==> src/rtl/dmem_arbiter_if.sv <==
// Bus bundle between the core pipeline, the data-memory port and dmem_arbiter.
// Signals:
//   IF side   : if_req_valid/ready, if_addr, if_resp_valid, if_rdata, if_resp_err
//   LSU side  : lsu_req_valid/ready, lsu_addr, lsu_wen, lsu_memop, lsu_wdata,
//               lsu_resp_valid, lsu_rdata, lsu_resp_err
//   Memory    : mem_req_valid/ready, mem_addr, mem_wen, mem_wdata, mem_wmask,
//               mem_resp_valid, mem_rdata
//   Status    : fatal_err
// Modports: slave = the arbiter, master = its environment (requesters + memory).
interface dmem_arbiter_if;
   localparam int unsigned AW = 64;
   localparam int unsigned DW = 64;
   localparam int unsigned IW = 32;
   localparam int unsigned MW = 8;

   logic          if_req_valid;
   logic          if_req_ready;
   logic [AW-1:0] if_addr;
   logic          if_resp_valid;
   logic [IW-1:0] if_rdata;
   logic          if_resp_err;

   logic          lsu_req_valid;
   logic          lsu_req_ready;
   logic [AW-1:0] lsu_addr;
   logic          lsu_wen;
   logic [2:0]    lsu_memop;
   logic [DW-1:0] lsu_wdata;
   logic          lsu_resp_valid;
   logic [DW-1:0] lsu_rdata;
   logic          lsu_resp_err;

   logic          mem_req_valid;
   logic          mem_req_ready;
   logic [AW-1:0] mem_addr;
   logic          mem_wen;
   logic [DW-1:0] mem_wdata;
   logic [MW-1:0] mem_wmask;
   logic          mem_resp_valid;
   logic [DW-1:0] mem_rdata;

   logic          fatal_err;

   modport slave (
      input  if_req_valid, if_addr,
      input  lsu_req_valid, lsu_addr, lsu_wen, lsu_memop, lsu_wdata,
      input  mem_req_ready, mem_resp_valid, mem_rdata,
      output if_req_ready, if_resp_valid, if_rdata, if_resp_err,
      output lsu_req_ready, lsu_resp_valid, lsu_rdata, lsu_resp_err,
      output mem_req_valid, mem_addr, mem_wen, mem_wdata, mem_wmask,
      output fatal_err
   );

   modport master (
      output if_req_valid, if_addr,
      output lsu_req_valid, lsu_addr, lsu_wen, lsu_memop, lsu_wdata,
      output mem_req_ready, mem_resp_valid, mem_rdata,
      input  if_req_ready, if_resp_valid, if_rdata, if_resp_err,
      input  lsu_req_ready, lsu_resp_valid, lsu_rdata, lsu_resp_err,
      input  mem_req_valid, mem_addr, mem_wen, mem_wdata, mem_wmask,
      input  fatal_err
   );
endinterface

==> src/rtl/dmem_arbiter.sv <==
// Shares the single 64-bit data-memory port between instruction fetch
// (read-only, 32-bit) and the load/store unit. One transaction in flight at a
// time; sub-word accesses are aligned/masked on the way out and shifted and
// extended on the way back.
// Ports:
//   clk    - rising-edge clock
//   rst_n  - asynchronous active-low reset
//   bus    - dmem_arbiter_if.slave: IF/LSU request-response and memory port
// Parameters:
//   TIMEOUT_CYCLES - cycles allowed in WAIT before the sticky fatal error
//   RR_RESET_LSU   - 1 = LSU wins the first tie after reset
module dmem_arbiter #(
   parameter int unsigned TIMEOUT_CYCLES = 256,
   parameter bit          RR_RESET_LSU   = 1'b1
) (
   input  logic          clk,
   input  logic          rst_n,
   dmem_arbiter_if.slave bus
);
   localparam int unsigned AW = 64;
   localparam int unsigned DW = 64;
   localparam int unsigned IW = 32;
   localparam int unsigned MW = 8;
   localparam int unsigned CW = $clog2(TIMEOUT_CYCLES + 1);

   typedef enum logic [2:0] {
      S_IDLE,
      S_REQ,
      S_WAIT,
      S_RESP,
      S_ERR
   } state_t;

   state_t        r_state;
   logic          r_prio_lsu;     // 1 = LSU wins the next tie
   logic          r_owner_lsu;    // owner of the current transaction
   logic          r_wen;
   logic [2:0]    r_memop;
   logic [2:0]    r_off;          // byte offset within the 8-byte line
   logic [CW-1:0] r_cnt;

   logic          r_mem_req_valid;
   logic [AW-1:0] r_mem_addr;
   logic          r_mem_wen;
   logic [DW-1:0] r_mem_wdata;
   logic [MW-1:0] r_mem_wmask;
   logic          r_if_resp_valid;
   logic [IW-1:0] r_if_rdata;
   logic          r_if_resp_err;
   logic          r_lsu_resp_valid;
   logic [DW-1:0] r_lsu_rdata;
   logic          r_lsu_resp_err;
   logic          r_fatal_err;

   logic          w_idle;
   logic          w_gnt_lsu;
   logic          w_gnt_if;
   logic          w_accept;
   logic [AW-1:0] w_sel_addr;
   logic          w_sel_wen;
   logic [2:0]    w_sel_memop;
   logic [DW-1:0] w_sel_wdata;
   logic [2:0]    w_off;
   logic          w_misaligned;
   logic [MW-1:0] w_bmask;
   logic [MW-1:0] w_wmask;
   logic [DW-1:0] w_wdata;
   logic [DW-1:0] w_rshift;
   logic [DW-1:0] w_ld;
   logic [IW-1:0] w_if_word;

   // Arbitration: a lone requester wins; on a tie the pointer decides.
   assign w_idle    = (r_state == S_IDLE);
   assign w_gnt_lsu = bus.lsu_req_valid & (~bus.if_req_valid | r_prio_lsu);
   assign w_gnt_if  = bus.if_req_valid & ~w_gnt_lsu;
   assign w_accept  = w_idle & (w_gnt_lsu | w_gnt_if);

   assign bus.lsu_req_ready = w_idle & w_gnt_lsu;
   assign bus.if_req_ready  = w_idle & w_gnt_if;

   // Selected request, alignment check and store-lane formatting.
   always_comb begin
      w_sel_addr   = bus.if_addr;
      w_sel_wen    = 1'b0;
      w_sel_memop  = 3'b010;        // fetch is always a 32-bit read
      w_sel_wdata  = '0;
      w_misaligned = 1'b0;
      w_bmask      = 8'h00;
      if (w_gnt_lsu) begin
         w_sel_addr  = bus.lsu_addr;
         w_sel_wen   = bus.lsu_wen;
         w_sel_memop = bus.lsu_memop;
         w_sel_wdata = bus.lsu_wdata;
      end
      w_off = w_sel_addr[2:0];
      case (w_sel_memop[1:0])
         2'd0: begin
            w_misaligned = 1'b0;
            w_bmask      = 8'h01;
         end
         2'd1: begin
            w_misaligned = w_off[0];
            w_bmask      = 8'h03;
         end
         2'd2: begin
            w_misaligned = (w_off[1:0] != 2'd0);
            w_bmask      = 8'h0F;
         end
         default: begin
            w_misaligned = (w_off != 3'd0);
            w_bmask      = 8'hFF;
         end
      endcase
      w_wmask = w_sel_wen ? (w_bmask << w_off) : '0;
      w_wdata = w_sel_wen ? (w_sel_wdata << {w_off, 3'b000}) : '0;
   end

   // Load-data return path: shift the lane down, then truncate and extend.
   always_comb begin
      w_rshift  = bus.mem_rdata >> {r_off, 3'b000};
      w_if_word = r_off[2] ? bus.mem_rdata[63:32] : bus.mem_rdata[31:0];
      case (r_memop[1:0])
         2'd0: w_ld = r_memop[2] ? {{(DW-8){1'b0}}, w_rshift[7:0]}
                                 : {{(DW-8){w_rshift[7]}}, w_rshift[7:0]};
         2'd1: w_ld = r_memop[2] ? {{(DW-16){1'b0}}, w_rshift[15:0]}
                                 : {{(DW-16){w_rshift[15]}}, w_rshift[15:0]};
         2'd2: w_ld = r_memop[2] ? {{(DW-32){1'b0}}, w_rshift[31:0]}
                                 : {{(DW-32){w_rshift[31]}}, w_rshift[31:0]};
         default: w_ld = w_rshift;
      endcase
   end

   // Sequencer with registered outputs.
   always_ff @(posedge clk or negedge rst_n) begin
      if (!rst_n) begin
         r_state          <= S_IDLE;
         r_prio_lsu       <= RR_RESET_LSU;
         r_owner_lsu      <= 1'b0;
         r_wen            <= 1'b0;
         r_memop          <= 3'b000;
         r_off            <= 3'b000;
         r_cnt            <= '0;
         r_mem_req_valid  <= 1'b0;
         r_mem_addr       <= '0;
         r_mem_wen        <= 1'b0;
         r_mem_wdata      <= '0;
         r_mem_wmask      <= '0;
         r_if_resp_valid  <= 1'b0;
         r_if_rdata       <= '0;
         r_if_resp_err    <= 1'b0;
         r_lsu_resp_valid <= 1'b0;
         r_lsu_rdata      <= '0;
         r_lsu_resp_err   <= 1'b0;
         r_fatal_err      <= 1'b0;
      end else begin
         case (r_state)
            S_IDLE: begin
               if (w_accept) begin
                  r_owner_lsu <= w_gnt_lsu;
                  r_prio_lsu  <= ~w_gnt_lsu;
                  r_wen       <= w_sel_wen;
                  r_memop     <= w_sel_memop;
                  r_off       <= w_off;
                  if (w_misaligned) begin
                     // Reject without touching memory.
                     r_state <= S_RESP;
                     if (w_gnt_lsu) begin
                        r_lsu_resp_valid <= 1'b1;
                        r_lsu_rdata      <= '0;
                        r_lsu_resp_err   <= 1'b1;
                     end else begin
                        r_if_resp_valid <= 1'b1;
                        r_if_rdata      <= '0;
                        r_if_resp_err   <= 1'b1;
                     end
                  end else begin
                     r_state         <= S_REQ;
                     r_mem_req_valid <= 1'b1;
                     r_mem_addr      <= {w_sel_addr[AW-1:3], 3'b000};
                     r_mem_wen       <= w_sel_wen;
                     r_mem_wdata     <= w_wdata;
                     r_mem_wmask     <= w_wmask;
                  end
               end
            end
            S_REQ: begin
               if (bus.mem_req_ready) begin
                  r_mem_req_valid <= 1'b0;
                  r_cnt           <= '0;
                  r_state         <= S_WAIT;
               end
            end
            S_WAIT: begin
               if (bus.mem_resp_valid) begin
                  r_state <= S_RESP;
                  if (r_owner_lsu) begin
                     r_lsu_resp_valid <= 1'b1;
                     r_lsu_rdata      <= r_wen ? '0 : w_ld;
                     r_lsu_resp_err   <= 1'b0;
                  end else begin
                     r_if_resp_valid <= 1'b1;
                     r_if_rdata      <= w_if_word;
                     r_if_resp_err   <= 1'b0;
                  end
               end else if (r_cnt == CW'(TIMEOUT_CYCLES - 1)) begin
                  // This is the TIMEOUT_CYCLES-th silent cycle: give up.
                  r_cnt       <= r_cnt + CW'(1);
                  r_state     <= S_ERR;
                  r_fatal_err <= 1'b1;
                  if (r_owner_lsu) begin
                     r_lsu_resp_valid <= 1'b1;
                     r_lsu_rdata      <= '0;
                     r_lsu_resp_err   <= 1'b1;
                  end else begin
                     r_if_resp_valid <= 1'b1;
                     r_if_rdata      <= '0;
                     r_if_resp_err   <= 1'b1;
                  end
               end else begin
                  r_cnt <= r_cnt + CW'(1);
               end
            end
            S_RESP: begin
               r_if_resp_valid  <= 1'b0;
               r_lsu_resp_valid <= 1'b0;
               r_state          <= S_IDLE;
            end
            S_ERR: begin
               // Terminal until reset; the error response was a single pulse.
               r_if_resp_valid  <= 1'b0;
               r_lsu_resp_valid <= 1'b0;
               r_mem_req_valid  <= 1'b0;
            end
            default: r_state <= S_IDLE;
         endcase
      end
   end

   assign bus.mem_req_valid  = r_mem_req_valid;
   assign bus.mem_addr       = r_mem_addr;
   assign bus.mem_wen        = r_mem_wen;
   assign bus.mem_wdata      = r_mem_wdata;
   assign bus.mem_wmask      = r_mem_wmask;
   assign bus.if_resp_valid  = r_if_resp_valid;
   assign bus.if_rdata       = r_if_rdata;
   assign bus.if_resp_err    = r_if_resp_err;
   assign bus.lsu_resp_valid = r_lsu_resp_valid;
   assign bus.lsu_rdata      = r_lsu_rdata;
   assign bus.lsu_resp_err   = r_lsu_resp_err;
   assign bus.fatal_err      = r_fatal_err;
endmodule

==> src/flat_wrapper.sv <==
// flat-port wrapper written by rule: the top's interface ports become plain ports
module dmem_arbiter_flat 
#(
   parameter int unsigned TIMEOUT_CYCLES = 256,
   parameter bit          RR_RESET_LSU   = 1'b1
)
  (clk, rst_n, bus_if_req_valid, bus_if_addr, bus_lsu_req_valid, bus_lsu_addr, bus_lsu_wen, bus_lsu_memop, bus_lsu_wdata, bus_mem_req_ready, bus_mem_resp_valid, bus_mem_rdata, bus_if_req_ready, bus_if_resp_valid, bus_if_rdata, bus_if_resp_err, bus_lsu_req_ready, bus_lsu_resp_valid, bus_lsu_rdata, bus_lsu_resp_err, bus_mem_req_valid, bus_mem_addr, bus_mem_wen, bus_mem_wdata, bus_mem_wmask, bus_fatal_err);
  dmem_arbiter_if bus_i ();
  input  logic clk;
  input  logic rst_n;
  input wire logic [$bits(bus_i.if_req_valid)-1:0] bus_if_req_valid;
  input wire logic [$bits(bus_i.if_addr)-1:0] bus_if_addr;
  input wire logic [$bits(bus_i.lsu_req_valid)-1:0] bus_lsu_req_valid;
  input wire logic [$bits(bus_i.lsu_addr)-1:0] bus_lsu_addr;
  input wire logic [$bits(bus_i.lsu_wen)-1:0] bus_lsu_wen;
  input wire logic [$bits(bus_i.lsu_memop)-1:0] bus_lsu_memop;
  input wire logic [$bits(bus_i.lsu_wdata)-1:0] bus_lsu_wdata;
  input wire logic [$bits(bus_i.mem_req_ready)-1:0] bus_mem_req_ready;
  input wire logic [$bits(bus_i.mem_resp_valid)-1:0] bus_mem_resp_valid;
  input wire logic [$bits(bus_i.mem_rdata)-1:0] bus_mem_rdata;
  output wire logic [$bits(bus_i.if_req_ready)-1:0] bus_if_req_ready;
  output wire logic [$bits(bus_i.if_resp_valid)-1:0] bus_if_resp_valid;
  output wire logic [$bits(bus_i.if_rdata)-1:0] bus_if_rdata;
  output wire logic [$bits(bus_i.if_resp_err)-1:0] bus_if_resp_err;
  output wire logic [$bits(bus_i.lsu_req_ready)-1:0] bus_lsu_req_ready;
  output wire logic [$bits(bus_i.lsu_resp_valid)-1:0] bus_lsu_resp_valid;
  output wire logic [$bits(bus_i.lsu_rdata)-1:0] bus_lsu_rdata;
  output wire logic [$bits(bus_i.lsu_resp_err)-1:0] bus_lsu_resp_err;
  output wire logic [$bits(bus_i.mem_req_valid)-1:0] bus_mem_req_valid;
  output wire logic [$bits(bus_i.mem_addr)-1:0] bus_mem_addr;
  output wire logic [$bits(bus_i.mem_wen)-1:0] bus_mem_wen;
  output wire logic [$bits(bus_i.mem_wdata)-1:0] bus_mem_wdata;
  output wire logic [$bits(bus_i.mem_wmask)-1:0] bus_mem_wmask;
  output wire logic [$bits(bus_i.fatal_err)-1:0] bus_fatal_err;
  assign bus_i.if_req_valid = bus_if_req_valid;
  assign bus_i.if_addr = bus_if_addr;
  assign bus_i.lsu_req_valid = bus_lsu_req_valid;
  assign bus_i.lsu_addr = bus_lsu_addr;
  assign bus_i.lsu_wen = bus_lsu_wen;
  assign bus_i.lsu_memop = bus_lsu_memop;
  assign bus_i.lsu_wdata = bus_lsu_wdata;
  assign bus_i.mem_req_ready = bus_mem_req_ready;
  assign bus_i.mem_resp_valid = bus_mem_resp_valid;
  assign bus_i.mem_rdata = bus_mem_rdata;
  assign bus_if_req_ready = bus_i.if_req_ready;
  assign bus_if_resp_valid = bus_i.if_resp_valid;
  assign bus_if_rdata = bus_i.if_rdata;
  assign bus_if_resp_err = bus_i.if_resp_err;
  assign bus_lsu_req_ready = bus_i.lsu_req_ready;
  assign bus_lsu_resp_valid = bus_i.lsu_resp_valid;
  assign bus_lsu_rdata = bus_i.lsu_rdata;
  assign bus_lsu_resp_err = bus_i.lsu_resp_err;
  assign bus_mem_req_valid = bus_i.mem_req_valid;
  assign bus_mem_addr = bus_i.mem_addr;
  assign bus_mem_wen = bus_i.mem_wen;
  assign bus_mem_wdata = bus_i.mem_wdata;
  assign bus_mem_wmask = bus_i.mem_wmask;
  assign bus_fatal_err = bus_i.fatal_err;
  dmem_arbiter #(.TIMEOUT_CYCLES(TIMEOUT_CYCLES), .RR_RESET_LSU(RR_RESET_LSU)) u_core (.clk(clk), .rst_n(rst_n), .bus(bus_i));
endmodule
==> config.mk <==
export PLATFORM = sky130hd
export DESIGN_NAME = dmem_arbiter_flat
export DESIGN_NICKNAME = d
export VERILOG_FILES = /design/src/rtl/dmem_arbiter_if.sv /design/src/rtl/dmem_arbiter.sv /design/src/flat_wrapper.sv
export SDC_FILE = /design/constraint.sdc
export NUM_CORES = 1
export LEC_CHECK = 0
export CAP_MARGIN = 20
export CORE_AREA = 2 2 195 197
export CTS_CLUSTER_DIAMETER = 60
export DETAILED_ROUTE_END_ITERATION = 8
export DIE_AREA = 0 0 197 199
export GPL_TIMING_DRIVEN = 0
export HOLD_SLACK_MARGIN = 0.15
export PLACE_DENSITY_LB_ADDON = 0.25
export SKIP_LAST_GASP = 1
export SLEW_MARGIN = 30
export SYNTH_ARGS = -nofsm -noshare
export SYNTH_HDL_FRONTEND = slang
export SYNTH_SLANG_ARGS = --single-unit
==> constraint.sdc <==
create_clock -name clk -period 4.9 [get_ports clk]
set_clock_uncertainty 0.15 [all_clocks]
set_input_delay 0.98 -clock clk [delete_from_list [all_inputs] [get_ports clk]]
set_output_delay 0.98 -clock clk [all_outputs]
set_load 0.02 [all_outputs]
After elaboration in Yosys (flattened, before gate mapping)
Cells that the tools add are included.
{"block": "word_totals", "reg_bits": 257, "input_bits": 266, "output_inout_bits": 241, "wordCells": 141}
{"block": "op_classes", "add_sub_neg": 1, "n_eq_ne": 19, "shift": 3, "n_mux": 67, "bitwise": 12, "n_reduce_logical": 20}
{"cell": "two-way mux 64 bit", "n": 14}
{"cell": "two-way mux 32 bit", "n": 8}
{"cell": "case mux 64 bit (3 select lines)", "n": 1}
{"cell": "case mux 64 bit (2 select lines)", "n": 1}
{"cell": "case mux 32 bit (2 select lines)", "n": 1}
{"cell": "<< shifter 64 x 6 -> 64 bit", "n": 1}
{"cell": "right shift 64 x 6 -> 64 bit", "n": 1}
{"cell": "two-way mux 1 bit", "n": 24}
{"cell": "case mux 8 bit (3 select lines)", "n": 1}
{"cell": "two-way mux 9 bit", "n": 2}
{"cell": "case mux 9 bit (2 select lines)", "n": 1}
{"cell": "inequality test 2 bit, second input constant", "n": 8}
{"cell": "two-way mux 3 bit", "n": 5}
{"cell": "case mux 1 bit (3 select lines)", "n": 4}
{"cell": "case mux 3 bit (4 select lines)", "n": 1}
{"cell": "AND reduction 6 bit", "n": 2}
{"cell": "AND reduction 5 bit", "n": 2}
{"cell": "adder 9 x 1 -> 9 bit, second input constant", "n": 1}
{"cell": "equality test 9 x 8 -> 1 bit, second input constant", "n": 1}
{"cell": "AND reduction 3 bit", "n": 3}
{"cell": "nonzero test 3 bit", "n": 3}
{"cell": "two-way mux 8 bit", "n": 1}
{"cell": "AND reduction 4 bit", "n": 2}
{"cell": "<< shifter 8 x 3 -> 8 bit", "n": 1}
{"cell": "17 further kinds", "n": 33}

Depth between registers and ports, before layout
{"block": "logic_depth", "depth_word": 9, "ltp_mapped": 11, "ltp_nobuf": 9}

Worst setup path before layout
Ideal clock, no wire load.
{"block": "synth_timing", "kind": "input -> output", "from": "in bus_if_req_valid", "to": "out bus_if_req_ready", "arrival_time_ps": 2487, "required_ps": 3770, "setup_slack_ps": 1283, "cell_stages": 7, "path_buffers": 4, "cell_sequence": "buf_2 -> nand2b_1 -> clkbuf_1 -> nand2_1 -> buf_2 -> buf_1 -> and3_1"}
{"block": "synth_via", "elab_chain_len": 6}
{"item": "start, declared", "line": "flat_wrapper.sv:11", "source": "input wire logic [$bits(bus_i.if_req_valid)-1:0] bus_if_req_valid;"}
{"item": "inverter 1 bit", "line": "dmem_arbiter.sv:74", "source": "assign w_gnt_lsu = bus.lsu_req_valid & (~bus.if_req_valid | r_prio_lsu);"}
{"item": "OR 1 bit", "line": "dmem_arbiter.sv:74"}
{"item": "AND 1 bit", "line": "dmem_arbiter.sv:74"}
{"item": "inverter 1 bit", "line": "dmem_arbiter.sv:75", "source": "assign w_gnt_if = bus.if_req_valid & ~w_gnt_lsu;"}
{"item": "AND 1 bit (*)", "line": "dmem_arbiter.sv:75"}
{"item": "AND 1 bit (*)", "line": "dmem_arbiter.sv:79", "source": "assign bus.if_req_ready = w_idle & w_gnt_if;"}
{"item": "end, declared", "line": "flat_wrapper.sv:21", "source": "output wire logic [$bits(bus_i.if_req_ready)-1:0] bus_if_req_ready;"}
Mark *: on every way between the ends. The rest lies on a longest branch, timed or not.

Worst setup path in the final report
Same ends and word-level chain as after synthesis.

==> reports/metrics.yaml <==
logic_synthesis:
  synthAdderAreaFrac_pct: 0.173
  synth.distinct_cells: 64
  ys_async_sr_fraction_pct: 100
  synth-compound-area-share_pct: 23.7
  syn_area_um2: 14500
  synth_edf_count: 0
  yosys.area.top_type: "dfrtp_1"
  netlist_instances: 1438
  synth-seq-cells: 257
  yosysWarnings: 0
  synthTopCellsByArea: "dfrtp_1 (44%), mux2i_1 (12%), o21ai_0 (6.4%)"
  synth_top_family_by_area: "compound AO/OA/AOI/OAI gates"
  synth_top_area_share_pct: 44.2
  ys_seq_area_share_pct: 44.4
  avgSynthCellArea_um2: 10.1
  synthXorXnorAreaFrac_pct: 0.121
  synth-simple-area-share_pct: 8.96
  synth_ff_type: "dfrtp_1"
  synthMuxAreaShare_pct: 18.1
outcome:
  status: "finished, final reports clean"
die:
  die-area_um2: 39200
  chipHeight_um: 199
  fp.dieW_um: 197
  rows: 71
  core_um2: 37100
  pin_count: 507
  initial_utilization_pct: 39.0
clock_network:
  clk_pin_slew_worst_paths_ns: 0.06
  tritoncts: "yes"
  clkSinkCount: 257
  htreeDepth: 1
  clock_latency_ns: 0.58
  clk_root_buffer_cell: "clkbuf_16"
  cts_buffer_depth: 3
  cts_made_buffers: 31
  cts-resized-gates: 0
placement:
  place_congestion: 0.994
  place.detailed.hpwl_mm: 54.0
  portBuffers: 497
  placed_cell_area_um2: 20200
  detailedPlace.worstSlack_ns: -0.0721
power_and_ir_drop:
  power_mw: 12.4
  leakage_nw: 8.96
  power_density_nw_per_um2: 581
  ir_drop_mv: 0.279
final_layout:
  drive_above_1_share_pct: 8.52
  final_util_pct: 57.2
  nNetsFinal: 2241
  fin_area_um2: 21200
  area_growth_pct: 46.5
critical_path:
  cp.buffers_inverters: 4
  worstSetupPathType: "in2out"
  worst_path_most_repeated_cell: "buf_2"
  critPathSlowestCell: "clkdlybuf4s50_1"
  path_cells: "buf_2, nand2b_1, clkbuf_1, nand2_1, buf_2, and3_1, clkdlybuf4s50_1"
  cp_top_family: "buffers and inverters"
  cpPeakStageDelay_ns: 0.73
  end_kind: "output pin"
  required_ns: 3.77
  cp-start-kind: "input port"
  arrival_ns: 3.42
  r2r_slack_ns: 1.31
  worstPathMaxFanout: 19
route:
  drt_pass1_iterations: 5
  ant_nets: 0
  vias: 14672
  drc: 0
  first_iter_violations: 1297
  wirelength_mm: 67.7
  vias_per_cell: 5.93
  post_drt_wl_per_cell_um: 27.4
sta:
  worst_pin_slew_ns: 0.939
  setup_slack_ns: 0.351
  hold_slack_ns: 0.310
  max_freq_mhz: 220
  layout_min_cycle_time_ns: 4.55
  relSlewSlack_pct: 37.1
  slew_violations: 0
  finalHoldViolations: 0
  rsz0062_at_grt: "no"
  final_min_period_over_clock_period_pct: 92.8
  setup_viol: 0
global_route:
  grt_pass1_wl_mm: 96.8
  grt-ovfl-total: 0
  grt_pass1_vias: 14533
  grt_max_degree: 88
  antenna_found_initial: 6
  grt_usage_pct: 33.6
flow_run:
  drv_cap: 0
hold_path:
  hold_path.class: "reg2reg"
-- logic make-up after synthesis --
logic type,count (synthesis)
simple gates,279
xor+xnor,2
flops,257
other cells,1
fa+ha+maj,2
compound gates,516
buf+inv,153
mux,228
-- flip-flops by register name, summed over array words and instances, names as in the netlist --
name                       flops
u_core.r_state                 3
u_core.bus.mem_addr           61
u_core.bus.if_resp_err         1
u_core.bus.mem_wen             1
u_core.r_memop                 3
u_core.r_cnt                   9
u_core.bus.if_rdata           32
u_core.r_wen                   1
u_core.bus.lsu_resp_err        1
u_core.bus.if_resp_valid       1
u_core.r_prio_lsu              1
u_core.r_off                   3
u_core.bus.lsu_rdata          64
u_core.bus.fatal_err           1
u_core.bus.mem_req_valid       1
u_core.r_owner_lsu             1
u_core.bus.mem_wmask           8
u_core.bus.mem_wdata          64
u_core.bus.lsu_resp_valid      1
-- cell usage after synthesis, types with 26 or more instances --
cell       count
a21oi_1       61
o21ai_0      186
nor2_1        85
nand2_1       91
buf_2         29
mux2_2        30
mux2i_1      174
dfrtp_1      256
o2bb2ai_1     26
a22o_1        73
o31ai_1       41
clkbuf_1      89
-- final timing paths --
check / startpoint / end / depth (start not counted)
setup / recovery: bus_if_req_valid / bus_if_req_ready / 7
hold / removal: u_core.bus.fatal_err / u_core.bus.fatal_err / 1
setup reg to reg: u_core.r_cnt[0] / u_core.bus.lsu_rdata[4] / 11
hold reg to reg: u_core.bus.fatal_err / u_core.bus.fatal_err / 1
max in group asynchronous: rst_n / u_core.r_prio_lsu / 5
min in group asynchronous: rst_n / u_core.bus.mem_wdata[5] / 2
-- placed cells by master, fill, tap and decap left out, types with 26 or more instances in the layout --
master / n
nor2_1: 85
mux2_2: 30
mux2i_1: 173
o2bb2ai_1: 26
o21ai_0: 186
buf_2: 29
a22o_1: 73
a21oi_1: 60
clkbuf_1: 90
clkbuf_16: 31
dfrtp_1: 256
o31ai_1: 41
nand2_1: 91
clkdlybuf4s50_1: 496
-- cell type report --
type	count	area [um2]
fillers	3331	15900
multi-input cells	1030	7440
flip-flops and latches	257	6430
repair buffers	501	5070
clock buffers	36	835
plain buffers	141	614
well taps	474	593
clock inverters	19	211
inverters	11	41.3
diodes	4	10.0
-- per-layer routing --
metal | wire length (um) | share of wire (%) | GRT usage [%]
met4 | 3240 | 4.8 | 15.8
met5 | 13 | 0.019 | 0
met1 | 26200 | 39 | 42.5
met2 | 32500 | 48 | 56.2
met3 | 5700 | 8.4 | 5.70
-- metrics by stage --
stage / instances / setup TNS, ns
2_1_floorplan: 1440 / 0
3_3_place_gp: 2411 / -2171.94
3_5_place_dp: 2414 / -0.0721
4_1_cts: 2469 / 0
5_1_grt: 2473 / 0
6_report: 2473 / 0
-- what timing repair did --
action	in CTS	in global routing
hold endpoints to repair	33	0
hold buffers	1	0
buffers inserted	0	0
endpoints found under the setup margin	1	0
-- where the power goes --
group	switching [mW]	total (mW)	leakage, nW	internal, mW
logic	3.70	6.47	5.03	2.77
clock network	1.00	2.39	0.508	1.38
registers	0.573	3.50	3.42	2.93
(Power assumes the default switching activity.)
